$ cat config.mk
export PLATFORM = sky130hd
export DESIGN_NAME = alu_result_ctrl
export DESIGN_NICKNAME = d
export VERILOG_FILES = /design/src/rtl/alu_pkg.sv /design/src/rtl/alu_byte_serializer.sv /design/src/rtl/alu_result_ctrl.sv
export SDC_FILE = /design/constraint.sdc
export NUM_CORES = 1
export LEC_CHECK = 0
export BUFFER_PORTS_ARGS = -buffer_cell sky130_fd_sc_hd__buf_2
export CELL_PAD_IN_SITES_DETAIL_PLACEMENT = 0
export CELL_PAD_IN_SITES_GLOBAL_PLACEMENT = 1
export CORE_UTILIZATION = 35
export CTS_CLUSTER_SIZE = 14
export DETAILED_ROUTE_END_ITERATION = 8
export PLACE_DENSITY_LB_ADDON = 0.08
export RECOVER_POWER = 100
export SETUP_SLACK_MARGIN = 0.02
export SKIP_LAST_GASP = 1
export SYNTH_ARGS = -nofsm -noshare
export SYNTH_HDL_FRONTEND = slang
export SYNTH_SLANG_ARGS = --single-unit
$ cat constraint.sdc
create_clock -name CLK -period 1.2 [get_ports CLK]
set_input_delay 0.12 -clock CLK [delete_from_list [all_inputs] [get_ports CLK]]
set_output_delay 0.12 -clock CLK [all_outputs]
set_load 0.02 [all_outputs]
$ cat src/rtl/alu_pkg.sv
// Shared FSM encoding and ALU unit-group / function-code constants used by the
// result controller and the execution units it drives.
package alu_pkg;

    typedef enum logic [1:0] {
        ST_IDLE = 2'b00,
        ST_EXEC = 2'b01,
        ST_SEND = 2'b10
    } ctrl_state_t;

    // Unit group selected by CMD_FUN[3:2]
    localparam logic [1:0] GRP_ARITH = 2'b00;
    localparam logic [1:0] GRP_LOGIC = 2'b01;
    localparam logic [1:0] GRP_CMP   = 2'b10;
    localparam logic [1:0] GRP_SHIFT = 2'b11;

    localparam logic [3:0] CMP_NOP = 4'b1000;
    localparam logic [3:0] CMP_EQ  = 4'b1001;
    localparam logic [3:0] CMP_GT  = 4'b1010;
    localparam logic [3:0] CMP_LT  = 4'b1011;

endpackage

$ cat src/rtl/alu_byte_serializer.sv
// Holds a captured ALU result and streams it LSB byte first over a
// valid/ready handshake; signals completion as the last byte is accepted.
module alu_byte_serializer
    import alu_pkg::*;
#(
    parameter int ALU_W = 16
) (
    input  logic             CLK,
    input  logic             RST,
    input  logic             load,
    input  logic [ALU_W-1:0] load_data,
    output logic [7:0]       TX_DATA,
    output logic             TX_VALID,
    input  logic             TX_READY,
    output logic             done
);

    localparam int NBYTES = ALU_W / 8;
    localparam int IDX_W  = (NBYTES > 1) ? $clog2(NBYTES) : 1;

    logic [ALU_W-1:0] result_p0;
    logic [IDX_W-1:0] byte_idx;
    logic             vld_p0;
    logic             last_byte;

    assign last_byte = (byte_idx == IDX_W'(NBYTES - 1));

    // Capture stage: a pending result is never overwritten while streaming
    always_ff @(posedge CLK) begin
        if (!RST) begin
            result_p0 <= '0;
            byte_idx  <= '0;
            vld_p0    <= 1'b0;
        end else if (load && !vld_p0) begin
            result_p0 <= load_data;
            byte_idx  <= '0;
            vld_p0    <= 1'b1;
        end else if (vld_p0 && TX_READY) begin
            if (last_byte) begin
                vld_p0 <= 1'b0;
            end else begin
                byte_idx <= byte_idx + IDX_W'(1);
            end
        end
    end

    assign TX_VALID = vld_p0;
    assign TX_DATA  = vld_p0 ? 8'(result_p0 >> {byte_idx, 3'b000}) : 8'h00;
    assign done     = vld_p0 && TX_READY && last_byte;

endmodule

$ cat src/rtl/alu_result_ctrl.sv
// Issues a function code to the ALU execution units, waits (bounded) for the
// selected unit's result, then hands it to the byte serializer for UART TX.
module alu_result_ctrl
    import alu_pkg::*;
#(
    parameter int ALU_W   = 16,
    parameter int TIMEOUT = 8
) (
    input  logic             CLK,
    input  logic             RST,
    input  logic             CMD_VALID,
    output logic             CMD_READY,
    input  logic [3:0]       CMD_FUN,
    output logic [3:0]       ALU_FUN,
    output logic             ARITH_EN,
    output logic             LOGIC_EN,
    output logic             CMP_EN,
    output logic             SHIFT_EN,
    input  logic [ALU_W-1:0] ALU_OUT,
    input  logic             ALU_VALID,
    output logic [7:0]       TX_DATA,
    output logic             TX_VALID,
    input  logic             TX_READY,
    output logic             BUSY,
    output logic             TIMEOUT_ERR
);

    localparam int CNT_W = $clog2(TIMEOUT);

    ctrl_state_t      state, state_nxt;
    logic [3:0]       fun_q;
    logic [CNT_W-1:0] wait_cnt;
    logic             tmo_err_q;
    logic             ready_q;
    logic             accept;
    logic             capture;
    logic             tmo_hit;
    logic             ser_done;
    logic [3:0]       unit_en;

    // ready_q keeps CMD_READY low on the first cycle out of reset
    always_ff @(posedge CLK) begin
        if (!RST) begin
            state     <= ST_IDLE;
            fun_q     <= 4'h0;
            wait_cnt  <= '0;
            tmo_err_q <= 1'b0;
            ready_q   <= 1'b0;
        end else begin
            state     <= state_nxt;
            tmo_err_q <= tmo_hit;
            ready_q   <= 1'b1;
            if (accept) begin
                fun_q    <= CMD_FUN;
                wait_cnt <= '0;
            end else if (state == ST_EXEC) begin
                wait_cnt <= wait_cnt + CNT_W'(1);
            end
        end
    end

    always_comb begin
        state_nxt = state;
        accept    = 1'b0;
        capture   = 1'b0;
        tmo_hit   = 1'b0;
        case (state)
            ST_IDLE: begin
                if (CMD_VALID && ready_q) begin
                    accept    = 1'b1;
                    state_nxt = ST_EXEC;
                end
            end
            ST_EXEC: begin
                // A result arriving on the limit cycle still wins over the timeout
                if (ALU_VALID) begin
                    capture   = 1'b1;
                    state_nxt = ST_SEND;
                end else if (wait_cnt == CNT_W'(TIMEOUT - 1)) begin
                    tmo_hit   = 1'b1;
                    state_nxt = ST_IDLE;
                end
            end
            ST_SEND: begin
                if (ser_done) begin
                    state_nxt = ST_IDLE;
                end
            end
            default: state_nxt = ST_IDLE;
        endcase
    end

    always_comb begin
        unit_en = 4'b0000;
        if (state == ST_EXEC) begin
            case (fun_q[3:2])
                GRP_ARITH: unit_en[0] = 1'b1;
                GRP_LOGIC: unit_en[1] = 1'b1;
                GRP_CMP:   unit_en[2] = 1'b1;
                GRP_SHIFT: unit_en[3] = 1'b1;
                default:   unit_en    = 4'b0000;
            endcase
        end
    end

    assign ARITH_EN    = unit_en[0];
    assign LOGIC_EN    = unit_en[1];
    assign CMP_EN      = unit_en[2];
    assign SHIFT_EN    = unit_en[3];
    assign ALU_FUN     = fun_q;
    assign CMD_READY   = (state == ST_IDLE) && ready_q;
    assign BUSY        = (state != ST_IDLE);
    assign TIMEOUT_ERR = tmo_err_q;

    alu_byte_serializer #(
        .ALU_W (ALU_W)
    ) u_ser (
        .CLK       (CLK),
        .RST       (RST),
        .load      (capture),
        .load_data (ALU_OUT),
        .TX_DATA   (TX_DATA),
        .TX_VALID  (TX_VALID),
        .TX_READY  (TX_READY),
        .done      (ser_done)
    );

endmodule
# Yosys cells after proc, flatten, opt, wreduce, memory -nomap -nowiden

Cells that the tools add are included.
Widths: inputs -> output; s select.

Bitwise operators: 2
Add/subtract/negate cells: 2
Equal/unequal tests: 9
Mux-type cells: 21
Shift-type cells: 1
Reductions and logical operators: 16

Operators by type and width:

| operator            | number |
|---|---|
| $shr 16x4->8        | 1 |
| $mux 1              | 14 |
| $mux 2              | 4 |
| $mux 8              | 1 |
| $eq 2x2->1 const B  | 3 |
| $pmux 2 s3          | 1 |
| $reduce_bool 2->1   | 3 |
| $logic_and 1x1->1   | 5 |
| $eq 2x1->1 const B  | 2 |
| $logic_not 2->1     | 2 |
| $mux 4              | 1 |
| $ne 2x2->1 const B  | 2 |
| $reduce_or 2->1     | 2 |
| $add 3x1->3 const B | 1 |
| $eq 3x3->1 const B  | 1 |
| $ne 3x3->1 const B  | 1 |
| $reduce_and 3->1    | 1 |
| $reduce_or 3->1     | 1 |
| $not 1->1           | 2 |
| $reduce_and 2->1    | 1 |
| $add 1x1->1 const B | 1 |
| $logic_not 1->1     | 1 |

Register bits after elaboration: 29
Logic and storage cells: 59
Input port bits: 25

# Depth between registers and ports, before layout

Gate-level depths: netlist of the first run.

Depth in word-level cells: 5
Depth in mapped cells: 5
Gate-level depth less buffers: 4

# Hierarchy

Synthesis of the first run repeated with hierarchy kept, for this count alone.

Cell total of the unflattened synthesis: 151
Area, all modules: 1367.6 sq um

Modules (own cells, without submodules):

| module              | cells an instance | area an instance (sq um) | instances |
|---|---|---|---|
| alu_byte_serializer | 97                | 882.1                    | 1 |
| alu_result_ctrl     | 54                | 485.5                    | 1 |

# Worst setup path after synthesis of the first run

Ideal clock, no wire load.

Path type: register to output
Start: reg state[1]
End: out CMP_EN
Data arrival time: 1.077 ns
Path slack: 0.003 ns
Stages on the path, launching flop included: 3
Path buffers: 0
Cell sequence: dfxtp_1 > nand2b_1 > nor3b_1

Cells in the longest elaborated chain, start to end: 2

Ends and longest elaborated chain:

| item                     | RTL line              | source |
|---|---|---|
| start: declaration       | alu_result_ctrl.sv:30 | `ctrl_state_t state, state_nxt;` |
| start signal: assignment | alu_result_ctrl.sv:50 | `state <= state_nxt;` |
| $eq 2x1->1               | alu_result_ctrl.sv:95 | `if (state == ST_EXEC) begin` |
| $mux 4                   | alu_result_ctrl.sv:95 |  |
| end: declaration         | alu_result_ctrl.sv:17 | `output logic CMP_EN,` |

No other way between the ends.

# Final worst setup path of the first run

Start: reg state[1]
End: reg u_ser.result_p0[9]

Cells in the longest elaborated chain, start to end: 3

Ends and longest elaborated chain:

| item                   | RTL line                  | source |
|---|---|---|
| $eq 2x1->1             | alu_result_ctrl.sv:67     | `case (state)` |
| $mux 1                 | alu_result_ctrl.sv:67     |  |
| $logic_and 1x1->1      | alu_byte_serializer.sv:34 | `end else if (load && !vld_p0) begin` |
| end signal: assignment | alu_byte_serializer.sv:35 | `result_p0 <= load_data;` |
| end: declaration       | alu_byte_serializer.sv:21 | `logic [ALU_W-1:0] result_p0;` |

No other way between the ends.
A chain may end at the register's enable or synchronous reset.

==> results.yml, run 1 <==
power_and_ir_drop:
  total_power_mw: 2.13
  combPwrFrac: 0.142
  p_switching_uw: 536
  p_int_mw: 1.60
  ir_worst_vdd_uv: 631
  power.leakage_nw: 0.752
  switching_share: 0.251
  seqPwrFrac: 0.478
  clockPowerShare: 0.380
  p_per_area_nw_per_um2: 1090
timing:
  finalSetupViolations: 31
  slew_headroom: 0.368
  rsz0062_at_grt: "true"
  skew_ns: 0.00643
  finalMaxSlewViolations: 0
  finalCriticalPeriod_ns: 1.32
  max_freq_mhz: 756
  setup_slack_ns: -0.123
  tightestPinTransition_ns: 0.947
  hold_viol: 0
  fin_crit_sh: 1.10
  hold_ws_ns: 0.0555
cells_and_area:
  fin_cells: 254
  final_nets: 235
  postLayoutCoreUtil: 0.567
  fin_area_um2: 1950
  antenna_cells: 0
  area_growth_pct: 50.9
  drive_gt1_frac: 0.462
floorplan:
  start_util: 0.375
  dieHeight_um: 62.8
  core_region_area_um2: 3440
  dieArea_um2: 3940
  pin_count: 45
  rows: 21
  die_x_um: 62.8
cts:
  path_clk_slew_ns: 0.06
  clock-sinks: 29
  clk_latency_ns: 0.28
  htreeDepth: 2
  clock_path_buffers: 2
  cts_tree: "yes"
  cts_made_buffers: 5
  clockRootBuffer: "clkbuf_8"
placed_design:
  dpl.hpwl_mm: 1.86
  portBuffers: 44
  place_inst: 236
  placed_area_um2: 1570
  place.gp.congestion: 0.751
global_routing:
  grt_max_degree: 48
  grt_pass1_vias: 1164
  antenna_found_initial: 0
  grt_pass1_wl_mm: 5.00
  grt_overflow: 0
  grtUsageTotal: 0.163
synth:
  synth_nets: 179
  ys_ff_latch: 29
  syn_inst: 152
  synth_edf_count: 0
  synth_area_um2: 1290
  ys_seq_area_frac: 0.449
  avgSynthCellArea_um2: 8.50
  synth-main-ff-cell: "dfxtp_1"
  synthArstFlopShare: 0
  ys_warn_count: 0
  yosys.cell_types.count: 30
drt:
  routedWlPerCell_um: 13.0
  drtPass1Iterations: 4
  drc: 0
  via_per_inst: 4.91
  ant_nets: 0
  vias: 1246
  wl_mm: 3.31
  first_iter_violations: 65
flow_run:
  maxCapViolCount: 0
setup_path:
  start_kind: "flip-flop"
  critical_path_class: "reg -> reg"
  worst-endpoint-arrival_ns: 1.53
  critPathMaxFanout: 8
  critPathCaptureType: "flip-flop"
  r2r_cells: 5
  crit_required_ns: 1.41
  regToRegSetupSlack_ns: -0.12
worst_hold_path:
  hold-path-cell-count: 2
  min_path_type: "in -> reg"
run_status:
  status: "finished, violations left"
  violations: "setup timing"
final timing paths:
| check | endpoint | from |
|---|---|---|
| setup / recovery | u_ser.result_p0[9] | state[1] |
| hold reg to reg | u_ser.result_p0[7] | u_ser.result_p0[7] |
| hold / removal | TIMEOUT_ERR | ALU_VALID |
| setup reg to reg | u_ser.result_p0[9] | state[1] |
final cells by class:
cell class | count | area (um2)
inverter | 1 | 3.75
tap | 46 | 57.6
timing repair buffer | 61 | 448
clock buffer | 7 | 86.3
sequential | 29 | 588
multi-input combinational | 110 | 767
fill | 338 | 1490
logic make-up after synthesis:
group / Yosys count / share of synthesized area
simple gates: 72 / 0.290
xor+xnor: 1 / 0.00678
buf+inv: 13 / 0.0629
fa+ha+maj: 2 / 0.0194
mux: 8 / 0.0620
flops: 29 / 0.449
compound gates: 27 / 0.109
cells in the final DEF (no fill, tap or decap), drive strengths merged:
| cell | synthesis | routed |
|---|---|---|
| ha | 2 | 2 |
| xnor2 | 1 | 1 |
| clkbuf | 3 | 16 |
| nor3 | 3 | 3 |
| a22oi | 1 | 1 |
| nand3 | 20 | 20 |
| mux2i | 8 | 8 |
| nor2b | 10 | 10 |
| nand2b | 2 | 2 |
| buf | 9 | 52 |
| nand2 | 27 | 27 |
| or2 | 1 | 1 |
| and4bb | 2 | 2 |
| nor2 | 3 | 3 |
| inv | 1 | 1 |
| and2b | 1 | 1 |
| a21oi | 4 | 4 |
| nor3b | 2 | 2 |
| o21a | 1 | 1 |
| o21ai | 20 | 20 |
| a31oi | 1 | 1 |
| dfxtp | 29 | 29 |
| and3 | 1 | 1 |
Yosys cell counts, drive strengths merged (2+ instances only):
library cell	instances	area [um2]
a21oi	4	20.0
nor2b	10	62.6
nand2b	2	20.0
buf	9	66.3
nand2	27	101
dfxtp	29	581
nand3	20	100
nor2	3	11.3
ha	2	25.0
mux2i	8	80.1
clkbuf	3	11.3
nor3b	2	20.0
and4bb	2	25.0
o21ai	20	100
nor3	3	15.0
flip-flops by register name, indices dropped and copies added, names as in the netlist:
| signal | cells |
|---|---|
| u_ser.TX_VALID | 1 |
| ALU_FUN | 4 |
| wait_cnt | 3 |
| u_ser.byte_idx | 1 |
| ready_q | 1 |
| TIMEOUT_ERR | 1 |
| state | 2 |
| u_ser.result_p0 | 16 |
metal layers:
| metal | track usage | wire, um |
|---|---|---|
| met1 | 0.183 | 1360 |
| met2 | 0.284 | 1700 |
| met3 | 0.0438 | 187 |
| met4 | 0.0785 | 63 |
| met5 | 0 | 0 |
stage by stage:
step,worst slack [ns],setup TNS (ns)
2_1_floorplan,0.0759,0
3_3_place_gp,0.106,0
3_5_place_dp,0.0918,0
4_1_cts,-0.0907,-1.06
5_1_grt,-0.174,-4.31
6_report,-0.123,-2.11
repair_timing:
action | 4_1_cts | 5_1_grt
setup endpoints to repair | 14 | 32
pin swaps | 1 | 18
gates cloned | 0 | 5
resized for setup | 16 | 30
buffers inserted | 4 | 2
hold buffers | 0 | 0
critical path, stage by stage (launching register included):
cell	delay (ns)
dfxtp_2	0.34
buf_6	0.11
and4bb_4	0.41
clkbuf_16	0.20
nand3_2	0.06
o21ai_1	0.12
power groups by stage:
stage / clock (mW) / combinational [mW] / sequential [mW]
after floorplan: 0 / 0.132 / 1.04
after global placement: 0 / 0.221 / 1.03
after detailed placement: 0 / 0.225 / 1.04
after CTS: 0.828 / 0.246 / 1.02
after global routing: 0.871 / 0.329 / 1.02
final: 0.810 / 0.303 / 1.02
No activity file was read; power rests on OpenSTA's default activity.
==> inputs of run 2 (changes only) <==
- ABC_AREA: default -> 1
- CORE_UTILIZATION: 35 -> 34
==> run 2 against run 1 <==
Compared with the run above: clock power down 6.2%; non-clock buffer count is 1 higher; the run still ends with setup timing left; register-to-register slack improved by 0.15 ns; sequential power hardly changed; via count up 19%; critical path type is now reg -> out; global-route usage increased by 2.5 points; highest routed layer unchanged; first-iteration DRC count is 35% lower.
==> results.yml, run 2 <==
cells_and_area:
  multi_input_area_um2: 762
  regArea_um2: 601
  largest_register: "u_ser.result_p0"
  area_growth_pct: 50.0
  mostFrequentLayoutCell: "nor2_1"
  final_nets: 288
  antenna_cells: 0
  final_cell_mix: "nor2_1, nand2_1, inv_1, buf_2, dfxtp_1"
  nFillCells: 373
  drive_gt1_frac: 0.382
  fin_cells: 310
  largest_reg_flops: 16
floorplan:
  die_x_um: 65.4
  pin_count: 45
  rows: 22
  start_util: 0.363
  dieHeight_um: 65.4
  core_region_area_um2: 3770
  dieArea_um2: 4280
timing:
  hold_viol: 0
  rsz0062_at_grt: "true"
  finalMaxSlewViolations: 0
  setup_slack_ns: -0.0174
  fin_crit_sh: 1.01
  finalCriticalPeriod_ns: 1.22
  hold_ws_ns: 0.0985
  slew_headroom: 0.517
  finalSetupViolations: 6
  skew_ns: 0.00653
  max_freq_mhz: 821
  tightestPinTransition_ns: 0.724
synth:
  synth.area.top_cells: "dfxtp_1, nor2_1, nand2_1"
  syn_inst: 201
  yosys.area.top_type: "dfxtp_1"
  synth_commonest_cells: "nor2_1, dfxtp_1, nand2_1"
  ys_ff_latch: 29
  synth_nets: 228
  synthArstFlopShare: 0
  ys_seq_area_frac: 0.425
  yosysTopAreaCellShare: 0.425
  yosys.cell_types.count: 18
  yosys.cell_count.top_type: "nor2_1"
  ys_warn_count: 0
  synth_area_um2: 1370
  synth_edf_count: 0
  avgSynthCellArea_um2: 6.80
  synth-main-ff-cell: "dfxtp_1"
run_status:
  violations: "setup timing"
  status: "finished, violations left"
cts:
  htreeDepth: 2
  postCtsHoldBufs: 0
  cts_tree: "yes"
  clock_path_buffers: 2
  cts_made_buffers: 5
  clock-sinks: 29
  path_clk_slew_ns: 0.06
  clockRootBuffer: "clkbuf_8"
  clk_latency_ns: 0.28
drt:
  drtPass1Iterations: 4
  routedWlPerCell_um: 11.9
  first_iter_violations: 42
  via_per_inst: 4.77
  wl_mm: 3.70
  ant_nets: 0
  vias: 1478
  drc: 0
placed_design:
  place.gp.congestion: 0.702
  place_inst: 293
  dpl.hpwl_mm: 2.53
  portBuffers: 44
power_and_ir_drop:
  switching_share: 0.282
  power.leakage_nw: 0.957
  p_int_mw: 1.55
  combPwrFrac: 0.165
  p_per_area_nw_per_um2: 1060
  ir_worst_vdd_uv: 691
  p_switching_uw: 609
  seqPwrFrac: 0.484
  clockPowerShare: 0.351
global_routing:
  grt.busiest_layer: "met2"
  met1_usage: 0.224
  antenna_found_initial: 0
  use_met2: 0.336
  use_met3: 0.0365
  grt_pass1_wl_mm: 6.20
  grt_pass1_vias: 1395
  grt_overflow: 0
  grt_max_degree: 18
  grtUsageTotal: 0.189
flow_run:
  maxCapViolCount: 0
setup_path:
  critPathMaxFanout: 4
  start_kind: "flip-flop"
  cpMaxStageDelayCell: "dfxtp_4"
  critical_path_class: "reg -> out"
  path_common_cell: "buf_6"
  critPathCaptureType: "output pin"
  crit_required_ns: 1.08
  cp_cell_sequence: "buf_6, o21ai_4, nor2_2, buf_6"
  worst-endpoint-arrival_ns: 1.10
  critPathMaxStageDelay_ns: 0.38
worst_hold_path:
  min_path_type: "in -> reg"
-- run 2: metal layers --
| metal | vias up | wire length, um |
|---|---|---|
| li1 | 751 | - |
| met1 | 694 | 1650 |
| met2 | 29 | 1880 |
| met3 | 4 | 122 |
| met4 | 0 | 38 |
| met5 | - | 0 |
-- run 2: what timing repair did --
item	4_1_cts	5_1_grt
setup endpoints to repair	13	28
pin swaps	1	3
setup buffers	3	4
gates resized for setup	49	27
gates cloned	1	1
-- run 2: power by group through the flow --
stage | Clock [mW] | Combinational (mW) | Sequential (mW)
3_3_place_gp | 0 | 0.291 | 1.06
4_1_cts | 0.778 | 0.322 | 1.05
6_report | 0.760 | 0.357 | 1.05
3_5_place_dp | 0 | 0.298 | 1.06
2_1_floorplan | 0 | 0.178 | 1.07
5_1_grt | 0.826 | 0.397 | 1.05
-- run 2: path summary, 6_finish.rpt --
| path | from | endpoint | slack (ns) | cells after the start |
|---|---|---|---|---|
| max | u_ser.byte_idx | TX_DATA[1] | -0.02 | 4 |
| min | CMD_FUN[0] | ALU_FUN[0] | 0.1 | 3 |
| max reg2reg | state[1] | state[1] | 0.03 | 6 |
| min reg2reg | wait_cnt[1] | wait_cnt[1] | 0.47 | 2 |
-- run 2: critical path, delay by kind of cell, from the launching register on --
family	cells	cell delay, ns
flops	1	0.38
buf+inv	2	0.27
compound gates	1	0.05
simple gates	1	0.11
-- run 2: through the flow --
step           utilization  power, mW  setup TNS, ns  setup slack (ns)  area (um2)
4_1_cts              0.511       2.15         -0.248           -0.0331        1930
3_5_place_dp         0.448       1.36              0            0.0961        1690
2_1_floorplan            -       1.24              0           0.00475        1390
3_3_place_gp         0.448       1.35              0             0.143        1690
5_1_grt              0.544       2.28         -0.972           -0.0631        2050
6_report             0.544       2.16        -0.0643           -0.0174        2050
-- run 2: layout make-up --
cell class | count | share of cell area
flip-flops and latches | 29 | 0.293
well taps | 48 | 0.0293
multi-input cells | 136 | 0.372
clock buffers | 6 | 0.0354
clock inverters | 2 | 0.00488
repair buffers | 62 | 0.214
inverters | 27 | 0.0525
-- run 2: cell families after synthesis --
kind of cell / count (synthesis) / share of synthesized area
XOR/XNOR: 1 / 0.00641
adder cells (fa/ha/maj): 2 / 0.0183
flip-flops: 29 / 0.425
AND/OR/NAND/NOR: 113 / 0.360
buffers and inverters: 36 / 0.117
AO/OA/AOI/OAI: 20 / 0.0732
